## config.mk

```make
export PLATFORM = sky130hd
export DESIGN_NAME = captura_clave_teclado
export DESIGN_NICKNAME = d
export VERILOG_FILES = /design/src/rtl/clave_pkg.sv /design/src/rtl/temporizador_inactividad.sv /design/src/rtl/captura_clave_teclado.sv
export SDC_FILE = /design/constraint.sdc
export NUM_CORES = 1
export LEC_CHECK = 0
export CAP_MARGIN = 20
export CELL_PAD_IN_SITES_DETAIL_PLACEMENT = 1
export CELL_PAD_IN_SITES_GLOBAL_PLACEMENT = 1
export CORE_ASPECT_RATIO = 0.9
export CORE_MARGIN = 2
export CORE_UTILIZATION = 41
export DETAILED_ROUTE_END_ITERATION = 10
export GPL_TIMING_DRIVEN = 1
export PLACE_DENSITY_LB_ADDON = 0.1
export SKIP_LAST_GASP = 1
export SYNTH_ARGS = -nofsm -noshare
export SYNTH_HDL_FRONTEND = slang
export SYNTH_HIERARCHICAL = 1
export SYNTH_SLANG_ARGS = --single-unit
```

## constraint.sdc

```tcl
create_clock -name clock -period 2.1 [get_ports clock]
set_input_delay 0.525 -clock clock [delete_from_list [all_inputs] [get_ports clock]]
set_output_delay 0.525 -clock clock [all_outputs]
set_load 0.01 [all_outputs]
```

## src/rtl/clave_pkg.sv

```systemverilog
// Shared key codes, FSM state encoding and PIN geometry for the keypad PIN capture path.
// Imported by the capture top and its inactivity timer.
package clave_pkg;

  localparam int N_DIGITOS_DEF = 4;

  localparam logic [3:0] TECLA_MAX_DIGITO = 4'h9;
  localparam logic [3:0] TECLA_BORRAR     = 4'hA;
  localparam logic [3:0] TECLA_ENVIAR     = 4'hB;

  typedef enum logic [1:0] {
    INACTIVO = 2'd0,
    CAPTURA  = 2'd1,
    LLENO    = 2'd2
  } estado_t;

  function automatic logic es_digito(input logic [3:0] codigo);
    return codigo <= TECLA_MAX_DIGITO;
  endfunction

endpackage

```

## src/rtl/temporizador_inactividad.sv

```systemverilog
// Idle counter for partial PIN entries; expira is combinational, high in the cycle before count T-1.
// Latency: expira asserts TIMEOUT_CICLOS-2 cycles after the last clear; no backpressure.
module temporizador_inactividad #(
  parameter int TIMEOUT_CICLOS = 1000,
  parameter int ANCHO_TIMEOUT  = 10
) (
  input  logic clock,
  input  logic reset,
  input  logic limpiar,
  input  logic habilitar_cuenta,
  output logic expira
);

  logic [ANCHO_TIMEOUT-1:0] cuenta;

  // Held at zero whenever counting is disabled, so an empty buffer never ages.
  always_ff @(posedge clock) begin
    if (reset || limpiar || !habilitar_cuenta) begin
      cuenta <= '0;
    end else begin
      cuenta <= cuenta + ANCHO_TIMEOUT'(1);
    end
  end

  // Fires while the next edge would take the count to TIMEOUT_CICLOS-1, so the
  // registered strobe lands exactly TIMEOUT_CICLOS-1 cycles after the key edge.
  assign expira = habilitar_cuenta && (cuenta == ANCHO_TIMEOUT'(TIMEOUT_CICLOS - 2));

endmodule

```

## src/rtl/captura_clave_teclado.sv

```systemverilog
// Assembles keypad digits into a BCD PIN, submitted with '#', while a vehicle is present.
// Latency: all outputs registered, 1 cycle after the key edge; keys are strobes, no backpressure.
module captura_clave_teclado
  import clave_pkg::*;
#(
  parameter int N_DIGITOS      = N_DIGITOS_DEF,
  parameter int TIMEOUT_CICLOS = 1000,
  parameter int ANCHO_TIMEOUT  = 10,
  localparam int ANCHO_CLAVE   = 4 * N_DIGITOS,
  localparam int ANCHO_CNT     = $clog2(N_DIGITOS + 1)
) (
  input  logic                   clock,
  input  logic                   reset,
  input  logic                   habilitar,
  input  logic                   tecla_pulso,
  input  logic [3:0]             tecla_codigo,
  output logic [ANCHO_CLAVE-1:0] clave,
  output logic                   clave_valida,
  output logic [ANCHO_CNT-1:0]   digitos_cnt,
  output logic                   error_formato,
  output logic                   timeout_entrada
);

  estado_t                estado, estado_sig;
  logic [ANCHO_CLAVE-1:0] buffer, buffer_sig, clave_sig;
  logic [ANCHO_CNT-1:0]   cnt_sig;
  logic                   valida_sig, error_sig, timeout_sig;
  logic                   tecla_aceptada, expira;

  temporizador_inactividad #(
    .TIMEOUT_CICLOS (TIMEOUT_CICLOS),
    .ANCHO_TIMEOUT  (ANCHO_TIMEOUT)
  ) u_temporizador (
    .clock            (clock),
    .reset            (reset),
    .limpiar          (tecla_aceptada || !habilitar || timeout_sig),
    .habilitar_cuenta (digitos_cnt != '0),
    .expira           (expira)
  );

  always_ff @(posedge clock) begin
    if (reset) begin
      estado          <= INACTIVO;
      buffer          <= '0;
      digitos_cnt     <= '0;
      clave           <= '0;
      clave_valida    <= 1'b0;
      error_formato   <= 1'b0;
      timeout_entrada <= 1'b0;
    end else begin
      estado          <= estado_sig;
      buffer          <= buffer_sig;
      digitos_cnt     <= cnt_sig;
      clave           <= clave_sig;
      clave_valida    <= valida_sig;
      error_formato   <= error_sig;
      timeout_entrada <= timeout_sig;
    end
  end

  always_comb begin
    estado_sig     = estado;
    buffer_sig     = buffer;
    cnt_sig        = digitos_cnt;
    clave_sig      = clave;
    valida_sig     = 1'b0;
    error_sig      = 1'b0;
    timeout_sig    = 1'b0;
    tecla_aceptada = 1'b0;

    // Vehicle leaving overrides everything, including a '#' in the same cycle.
    if (!habilitar) begin
      estado_sig = INACTIVO;
      buffer_sig = '0;
      cnt_sig    = '0;
    end else begin
      case (estado)
        INACTIVO: begin
          estado_sig = CAPTURA;
          buffer_sig = '0;
          cnt_sig    = '0;
        end
        CAPTURA, LLENO: begin
          if (tecla_pulso && tecla_codigo == TECLA_BORRAR) begin
            tecla_aceptada = 1'b1;
            estado_sig     = CAPTURA;
            buffer_sig     = '0;
            cnt_sig        = '0;
          end else if (tecla_pulso && tecla_codigo == TECLA_ENVIAR) begin
            tecla_aceptada = 1'b1;
            estado_sig     = CAPTURA;
            buffer_sig     = '0;
            cnt_sig        = '0;
            if (estado == LLENO) begin
              clave_sig  = buffer;
              valida_sig = 1'b1;
            end else begin
              error_sig = 1'b1;
            end
          end else if (tecla_pulso && es_digito(tecla_codigo) && estado == CAPTURA) begin
            tecla_aceptada = 1'b1;
            buffer_sig     = {buffer[ANCHO_CLAVE-5:0], tecla_codigo};
            cnt_sig        = digitos_cnt + ANCHO_CNT'(1);
            if (cnt_sig == ANCHO_CNT'(N_DIGITOS)) begin
              estado_sig = LLENO;
            end
          end else if (expira) begin
            timeout_sig = 1'b1;
            estado_sig  = CAPTURA;
            buffer_sig  = '0;
            cnt_sig     = '0;
          end
        end
        default: begin
          estado_sig = INACTIVO;
          buffer_sig = '0;
          cnt_sig    = '0;
        end
      endcase
    end
  end

endmodule

```

After elaboration in Yosys (flattened, before gate mapping)
Index checks and enable logic that the tools add are counted.
- add/sub/neg operators: 2
- magnitude comparators: 1
- equal/unequal tests: 8
- multiplexer cells: 23
- bitwise logic cells: 4
- reductions and logical operators: 20
- operators by type and width (operator ; count):
    two-way mux 16 bit ; 2
    two-way mux 1 bit ; 13
    adder 10 x 1 -> 10 bit (second input constant) ; 1
    equality test 10 bit (second input constant) ; 1
    two-way mux 2 bit ; 5
    inequality test 5 bit (second input constant) ; 2
    OR reduction 5 bit ; 2
    equality test 4 bit (second input constant) ; 2
    two-way mux 3 bit ; 2
    logical AND 1 bit ; 5
    AND reduction 5 bit ; 1
    <= comparator 4 bit (second input constant) ; 1
    logical OR 1 bit ; 4
    inverter 1 bit ; 4
    case mux 2 bit (2 select lines) ; 1
    OR reduction 2 bit ; 2
    adder 3 x 1 -> 3 bit (second input constant) ; 1
    equality test 3 bit (second input constant) ; 1
    nonzero test 3 bit ; 1
    equality test 2 x 1 -> 1 bit (second input constant) ; 1
    equality test 2 bit (second input constant) ; 1
    zero test 1 bit ; 2
    zero test 2 bit ; 1
    AND reduction 2 bit ; 1
    nonzero test 2 bit ; 1
- register bits after elaboration: 50
- input bits: 8
- output and inout bits: 22
- word-level logic and storage cells: 66

Depth between registers and ports, before layout
- word-level depth: 12
- gate-level depth with buffers: 10
- gate-level depth less buffers: 10

Modules after synthesis
The synthesis kept the hierarchy.
- modules (own cells, without submodules) (module ; times used ; cells each ; area each (um^2) ; seq. area each (um^2)):
    captura_clave_teclado ; 1 ; 187 ; 1691.6 ; 800.8
    temporizador_inactividad ; 1 ; 51 ; 461.7 ; 200.2

Least setup slack after synthesis
Ideal clock, no wire load.
- kind: reg2reg
- start point: register digitos_cnt[0]
- end point: register buffer[15]
- library setup time: 119 ps
- data arrival time: 1761 ps
- data required time: 1981 ps
- setup slack: 220 ps
- stages on the path, launching flop included: 10
- path buffers: 2
- clock period less this slack: 1880 ps
- cells stage by stage: dfxtp_1 -> inv_1 -> ha_1 -> nand2b_1 -> nand4b_1 -> nor4_1 -> clkbuf_1 -> clkbuf_1 -> nand3b_1 -> a21oi_1
- longest elaborated chain between the ends: 3
- RTL lines (element ; line ; source):
    start, declared ; captura_clave_teclado.sv:19 ; output logic [ANCHO_CNT-1:0] digitos_cnt,
    start signal, assigned ; captura_clave_teclado.sv:53 ; digitos_cnt <= cnt_sig;
    nonzero test 3 bit ; captura_clave_teclado.sv:37 ; .habilitar_cuenta (digitos_cnt != '0),
    logical AND 1 bit ; temporizador_inactividad.sv:27 ; assign expira = habilitar_cuenta && (cuenta == ANCHO_TIMEOUT'(TIMEOUT_CICLOS - 2));
    net expira ; captura_clave_teclado.sv:28 ; logic tecla_aceptada, expira;
    nonzero test 2 bit (no source line) ; n/a ;
    end signal, assigned ; captura_clave_teclado.sv:52 ; buffer <= buffer_sig;
    end, declared ; captura_clave_teclado.sv:25 ; logic [ANCHO_CLAVE-1:0] buffer, buffer_sig, clave_sig;
The timed path passes the listed nets, and every way through them passes these cells.
A chain may end at the register's enable or synchronous reset.

Final worst setup path
- start point: register digitos_cnt[0]
- end point: register u_temporizador.cuenta[7]
- longest elaborated chain between the ends: 11
- elaborated cells on any way between the ends: 12
- classes of those cells: mux (6); reduce/logical (6)
- RTL lines (element ; line ; source):
    nonzero test 3 bit ; captura_clave_teclado.sv:37 ;
    logical AND 1 bit ; temporizador_inactividad.sv:27 ;
    net expira ; captura_clave_teclado.sv:28 ;
    two-way mux 1 bit ; captura_clave_teclado.sv:107 ; end else if (expira) begin
    two-way mux 1 bit ; captura_clave_teclado.sv:100 ; end else if (tecla_pulso && es_digito(tecla_codigo) && estado == CAPTURA) begin
    two-way mux 1 bit ; captura_clave_teclado.sv:89 ; end else if (tecla_pulso && tecla_codigo == TECLA_ENVIAR) begin
    two-way mux 1 bit ; captura_clave_teclado.sv:84 ; if (tecla_pulso && tecla_codigo == TECLA_BORRAR) begin
    two-way mux 1 bit ; captura_clave_teclado.sv:77 ; case (estado)
    two-way mux 1 bit ; captura_clave_teclado.sv:72 ; if (!habilitar) begin
    logical OR 1 bit ; captura_clave_teclado.sv:36 ; .limpiar (tecla_aceptada || !habilitar || timeout_sig),
    logical OR 1 bit (2 in a row) ; temporizador_inactividad.sv:18 ; if (reset || limpiar || !habilitar_cuenta) begin
    end signal, assigned ; temporizador_inactividad.sv:21 ; cuenta <= cuenta + ANCHO_TIMEOUT'(1);
    end, declared ; temporizador_inactividad.sv:14 ; logic [ANCHO_TIMEOUT-1:0] cuenta;
The timed path passes the listed nets, and every way through them passes these cells.

==> flow_summary.json <==
{
  "holdBufCountCts": 0,
  "worst_pin_slew_ps": 469,
  "final_cell_area_mm2": 0.00277,
  "io_pins": 30,
  "fin_hold_ws_ps": 475,
  "drive_gt1_frac": 0.127,
  "clock_skew_ps": 10.2,
  "die_height_um": 72.8,
  "hp-class": "flip-flop to flip-flop",
  "p_per_area_mw_per_mm2": 586,
  "synth_edf_count": 0,
  "post_dp_cell_area_mm2": 0.00264,
  "relSlewSlack": 0.683,
  "syn-num-nets": 255,
  "synth_seq_cells": 50,
  "die_x_um": 80.4,
  "cts_root_buf": "clkbuf_8",
  "swShare": 0.228,
  "status": "finished clean",
  "fmax_mhz": 510,
  "hold_violations": 0,
  "ys.flop_type": "dfxtp_1",
  "cts.sink_count": 50,
  "nets": 299,
  "worst_setup_path_start_kind": "flip-flop",
  "setup_violations": 0,
  "dpl.cell_count": 340,
  "synthToLayoutAreaGrowth_pct": 28.7,
  "fill_cells": 611,
  "drt_wl_total_um": 4920,
  "hpwlAfterDp_um": 3500,
  "grt.overflow.total": 0,
  "async_reset_ff_frac": 0,
  "clock_power_share": 0.361,
  "fin_cells": 350,
  "power.net_switching_mw": 0.369,
  "post_synth.cell_area_avg_um2": 9.05,
  "ys_seq_area_frac": 0.465,
  "grt_pass1_wl_um": 8220,
  "num_vias": 1772,
  "cts_tree": "done",
  "diodes": 0,
  "arrival_ps": 2140,
  "vias_per_cell": 5.06,
  "ant_nets": 0,
  "endpoint_kind": "flip-flop",
  "dieArea_mm2": 0.00585,
  "start_util": 0.417,
  "combPwrFrac": 0.053,
  "synth_cell_type_count": 37,
  "ff2ff_path_depth": 11,
  "dr.pass1.iters": 2,
  "cts_max_level": 2,
  "syn_inst": 238,
  "port_buffers": 29,
  "cts_buffers": 5,
  "gp_congestion": 0.788,
  "antenna_found_initial": 0,
  "path_clk_slew_ps": 100,
  "required_ps": 2270,
  "yosysWarningCount": 6,
  "irDropWorstVdd_v": 0.000364,
  "hold_depth": 2,
  "rows": 25,
  "crit_fanout": 3,
  "grt_max_degree": 20,
  "syn_area_mm2": 0.00215,
  "grt_pass1_vias": 1703,
  "p_int_mw": 1.25,
  "grt_util_all_layers": 0.180,
  "core_area_mm2": 0.00516,
  "leakage_nw": 1.07,
  "drc_errors": 0,
  "drv_cap": 0,
  "clkLatencyLatePin_ps": 300,
  "wire_per_inst_um": 14.1,
  "finalCritPeriodShare": 0.934,
  "maxSlewViolCount": 0,
  "initialDrtViolationCount": 84,
  "seq_power_share": 0.586,
  "timing.setup.critical_path_class": "flip-flop to flip-flop",
  "setup_tns_ps": 0,
  "cts.path.max_buffers": 2,
  "period_minus_slack_ps": 1960
}
cell type report:
| class | instances | area [um^2] | share of cell area |
|---|---|---|---|
| Multi-Input combinational cell | 169 | 1090 | 0.394 |
| Tap cell | 67 | 83.8 | 0.0302 |
| Clock buffer | 6 | 82.6 | 0.0298 |
| Sequential cell | 50 | 1000 | 0.361 |
| Clock inverter | 2 | 12.5 | 0.00451 |
| Timing Repair Buffer | 48 | 470 | 0.170 |
| Inverter | 8 | 30.0 | 0.0108 |
through the flow:
step                      utilization  setup WS [ps]  power [mW]
after global routing            0.537          -15.8        1.69
after detailed placement        0.511           -267        1.06
final                           0.537            138        1.62
after global placement          0.511           -149        1.06
after CTS                       0.529          -66.0        1.64
after floorplan                     -            220        1.01
synthesized netlist by cell type (all sizes together), types with 3 or more instances:
cell | n | area (um^2)
a21oi | 25 | 125
buf | 7 | 47.5
clkbuf | 4 | 15.0
dfxtp | 50 | 1000
ha | 9 | 113
inv | 8 | 30.0
mux2i | 17 | 170
nand2 | 29 | 109
nand3 | 7 | 47.6
nand3b | 17 | 128
nor2 | 26 | 97.6
nor3 | 4 | 20.0
o21a | 3 | 22.5
o21ai | 6 | 30.0
xor2 | 3 | 26.3
final timing paths:
path	start	end	slack (ps)
hold / removal	buffer[8]	buffer[12]	470
hold reg to reg	buffer[8]	buffer[12]	470
setup reg to reg	digitos_cnt[0]	u_temporizador/cuenta[7]	140
setup / recovery	digitos_cnt[0]	u_temporizador/cuenta[7]	140
cell usage in the layout (no fill, tap or decap), types with 3 or more instances in the layout:
master / count
nor3_1: 4
a21oi_1: 25
nor2_1: 26
nand3b_1: 17
clkbuf_8: 6
o21a_1: 3
buf_4: 16
clkdlybuf4s50_1: 29
dfxtp_1: 50
nand3_1: 6
ha_1: 9
mux2i_1: 17
xor2_1: 3
o21ai_0: 5
nand2_1: 28
inv_1: 8
buf_12: 3
power by group through the flow:
| stage | combinational (mW) | clock, mW | sequential, mW |
|---|---|---|---|
| finish | 0.0859 | 0.586 | 0.951 |
| global route | 0.0948 | 0.645 | 0.952 |
| CTS | 0.0842 | 0.610 | 0.951 |
| detailed placement | 0.0837 | 0 | 0.973 |
| global placement | 0.0827 | 0 | 0.973 |
| floorplan | 0.0376 | 0 | 0.973 |
registers in the layout (all words and copies together), names as in the netlist:
name,cells
buffer,16
clave,16
clave_valida,1
digitos_cnt,3
error_formato,1
estado,2
timeout_entrada,1
u_temporizador/cuenta,10
critical path, cell delays in order (launching register included):
cell and delay [ps]:
dfxtp_1 340, inv_1 40, ha_1 200, nand2b_1 150
nand4b_1 130, nor4_2 220, buf_4 170, a31oi_2 50
o21ai_2 180, nor3b_2 80, o311ai_0 140, o41ai_2 140
layer usage:
layer	GRT usage	part of all wire	wire, um
met1	0.267	0.53	2620
met4	0.0395	0.0067	33
met5	0	0	0
met3	0.0371	0.023	115
met2	0.269	0.44	2150
logic make-up after synthesis:
kind of cell,share of synthesized area
DFF,0.465
and+or+nand+nor,0.234
adders and majority gates,0.0523
xor gates and xnor gates,0.0163
AOI/OAI and AO/OA,0.111
buffers and inverters,0.0430
muxes,0.0790
timing repair:
item                                    4_1_cts  5_1_grt
pin swaps                                     0        1
endpoints found under the setup margin        9       10
setup buffers                                 0        2
gates resized for setup                       0        6
Power figures use the tool's default switching activity.
==> variant: new RTL, same flow settings <==
Encoding of `estado_t`: now one-hot (3 bits for 3 values).
--- a/src/rtl/clave_pkg.sv
+++ b/src/rtl/clave_pkg.sv
@@ -8,10 +8,10 @@
   localparam logic [3:0] TECLA_BORRAR     = 4'hA;
   localparam logic [3:0] TECLA_ENVIAR     = 4'hB;
 
-  typedef enum logic [1:0] {
-    INACTIVO = 2'd0,
-    CAPTURA  = 2'd1,
-    LLENO    = 2'd2
+  typedef enum logic [2:0] {
+    INACTIVO = 3'b001,
+    CAPTURA  = 3'b010,
+    LLENO    = 3'b100
   } estado_t;
 
   function automatic logic es_digito(input logic [3:0] codigo);
Check against the original RTL: no difference found for any inputs over 10 cycles, from zero or initial values and one cycle with reset high; not proved beyond that.
==> variant against the unedited design <==
- the run now ends with negative setup slack left
- final area increased by 3.8%
- power decreased by 1.2%
- setup slack got worse by 0.16 ns
- final cell count increased by 1.1%
- non-clock buffer count increased by 10
- sequential share of layout area decreased by 0.54 points
- routed wire length increased by 9.9%
- hold slack improved by 0.013 ns
- synthesized cell count decreased by 2.5%
- sequential power increased by 2.4%
- via count increased by 3.5%
- area after synthesis increased by 1.5%
- clock power decreased by 3%
- sequential cell count increased by 1
- critical endpoint is now u_temporizador/cuenta[4]
- largest cell class unchanged
- largest power group unchanged
==> variant: results <==
[finish]
clkCellAreaFrac = 0.0296
buffers = 58
fillerInstances = 620
nMultiInputCombCells = 165
buf_share = 0.185
n_all_inverters = 5
area_growth_syn_to_layout_pct = 31.7
multi_input_area_share = 0.394
fin_cells = 354

[timing]
setup-tns-final_ns = -0.123
slew-limit-headroom = 0.762
setup_viol = 9
setup_ws_ns = -0.0177

[run_status]
violations = "negative setup slack"
status = "complete, but fails checks"

[critical_path]
reg2regPathDepth = 12
crit_path_end = "u_temporizador/cuenta[4]"
r2r_start = "digitos_cnt[1]"
crit_path_top_delay_cell = "dfxtp_2"
cp_max_fo = 8

[synthesis]
avgSynthCellArea_um2 = 9.42
syn_nets = 245
synth.distinct_cells = 45
seq_area_frac_synth = 0.467
synth_common_cells = "dfxtp_1 (51), nand2_1 (27), nor2_1 (27)"
synthTopCellsByArea = "dfxtp_1 (47%), mux2i_1 (7.3%), nand3b_1 (5.5%), a21oi_1 (5.0%), nand2_1 (4.6%)"

[global_routing]
grt_pass1_wl_mm = 8.69
use_met2 = 0.319
grtUsageMet3 = 0.0369
first_global_vias = 1815
met1_usage = 0.248

[place]
pre_cts_slack_ns = -0.419
placed_cells = 343
detailed_place.area_mm2 = 0.00272
place.gp.congestion = 0.789

[power]
total_leakage_power_nw = 1.08
ir_drop_v = 0.000391

[detailed_routing]
dr.pass1.iters = 4
wl_met3_um = 129
post_drt_wl_per_cell_um = 15.3
routed_via_density = 5.18
==> variant: cell families after synthesis <==
family	share of synthesized area
multiplexers	0.0785
flip-flops	0.467
AND/OR/NAND/NOR	0.259
XOR/XNOR	0.0200
buffers and inverters	0.0407
AO/OA/AOI/OAI	0.105
adder cells (fa/ha/maj)	0.0286
==> variant: worst reg2reg max path, delay by kind of cell (launching register included) <==
kind            cells  cell delay (ns)
flops               1             0.35
simple gates        6             0.75
buf+inv             2             0.19
compound gates      3             0.58
fa+ha+maj           1             0.15
==> variant: report_power, final <==
part / internal (W) / leakage [nW] / switching (W)
sequential: 0.000969 / 0.412 / 0.00000572
combinational: 0.0000318 / 0.632 / 0.0000299
clock: 0.000234 / 0.0412 / 0.000333
==> variant: repair_timing <==
item,4_1_cts,5_1_grt
hold buffers,0,0
pin swaps,1,8
gates cloned,0,0
buffers inserted,1,2
setup endpoints to repair,10,10
resized for setup,3,11
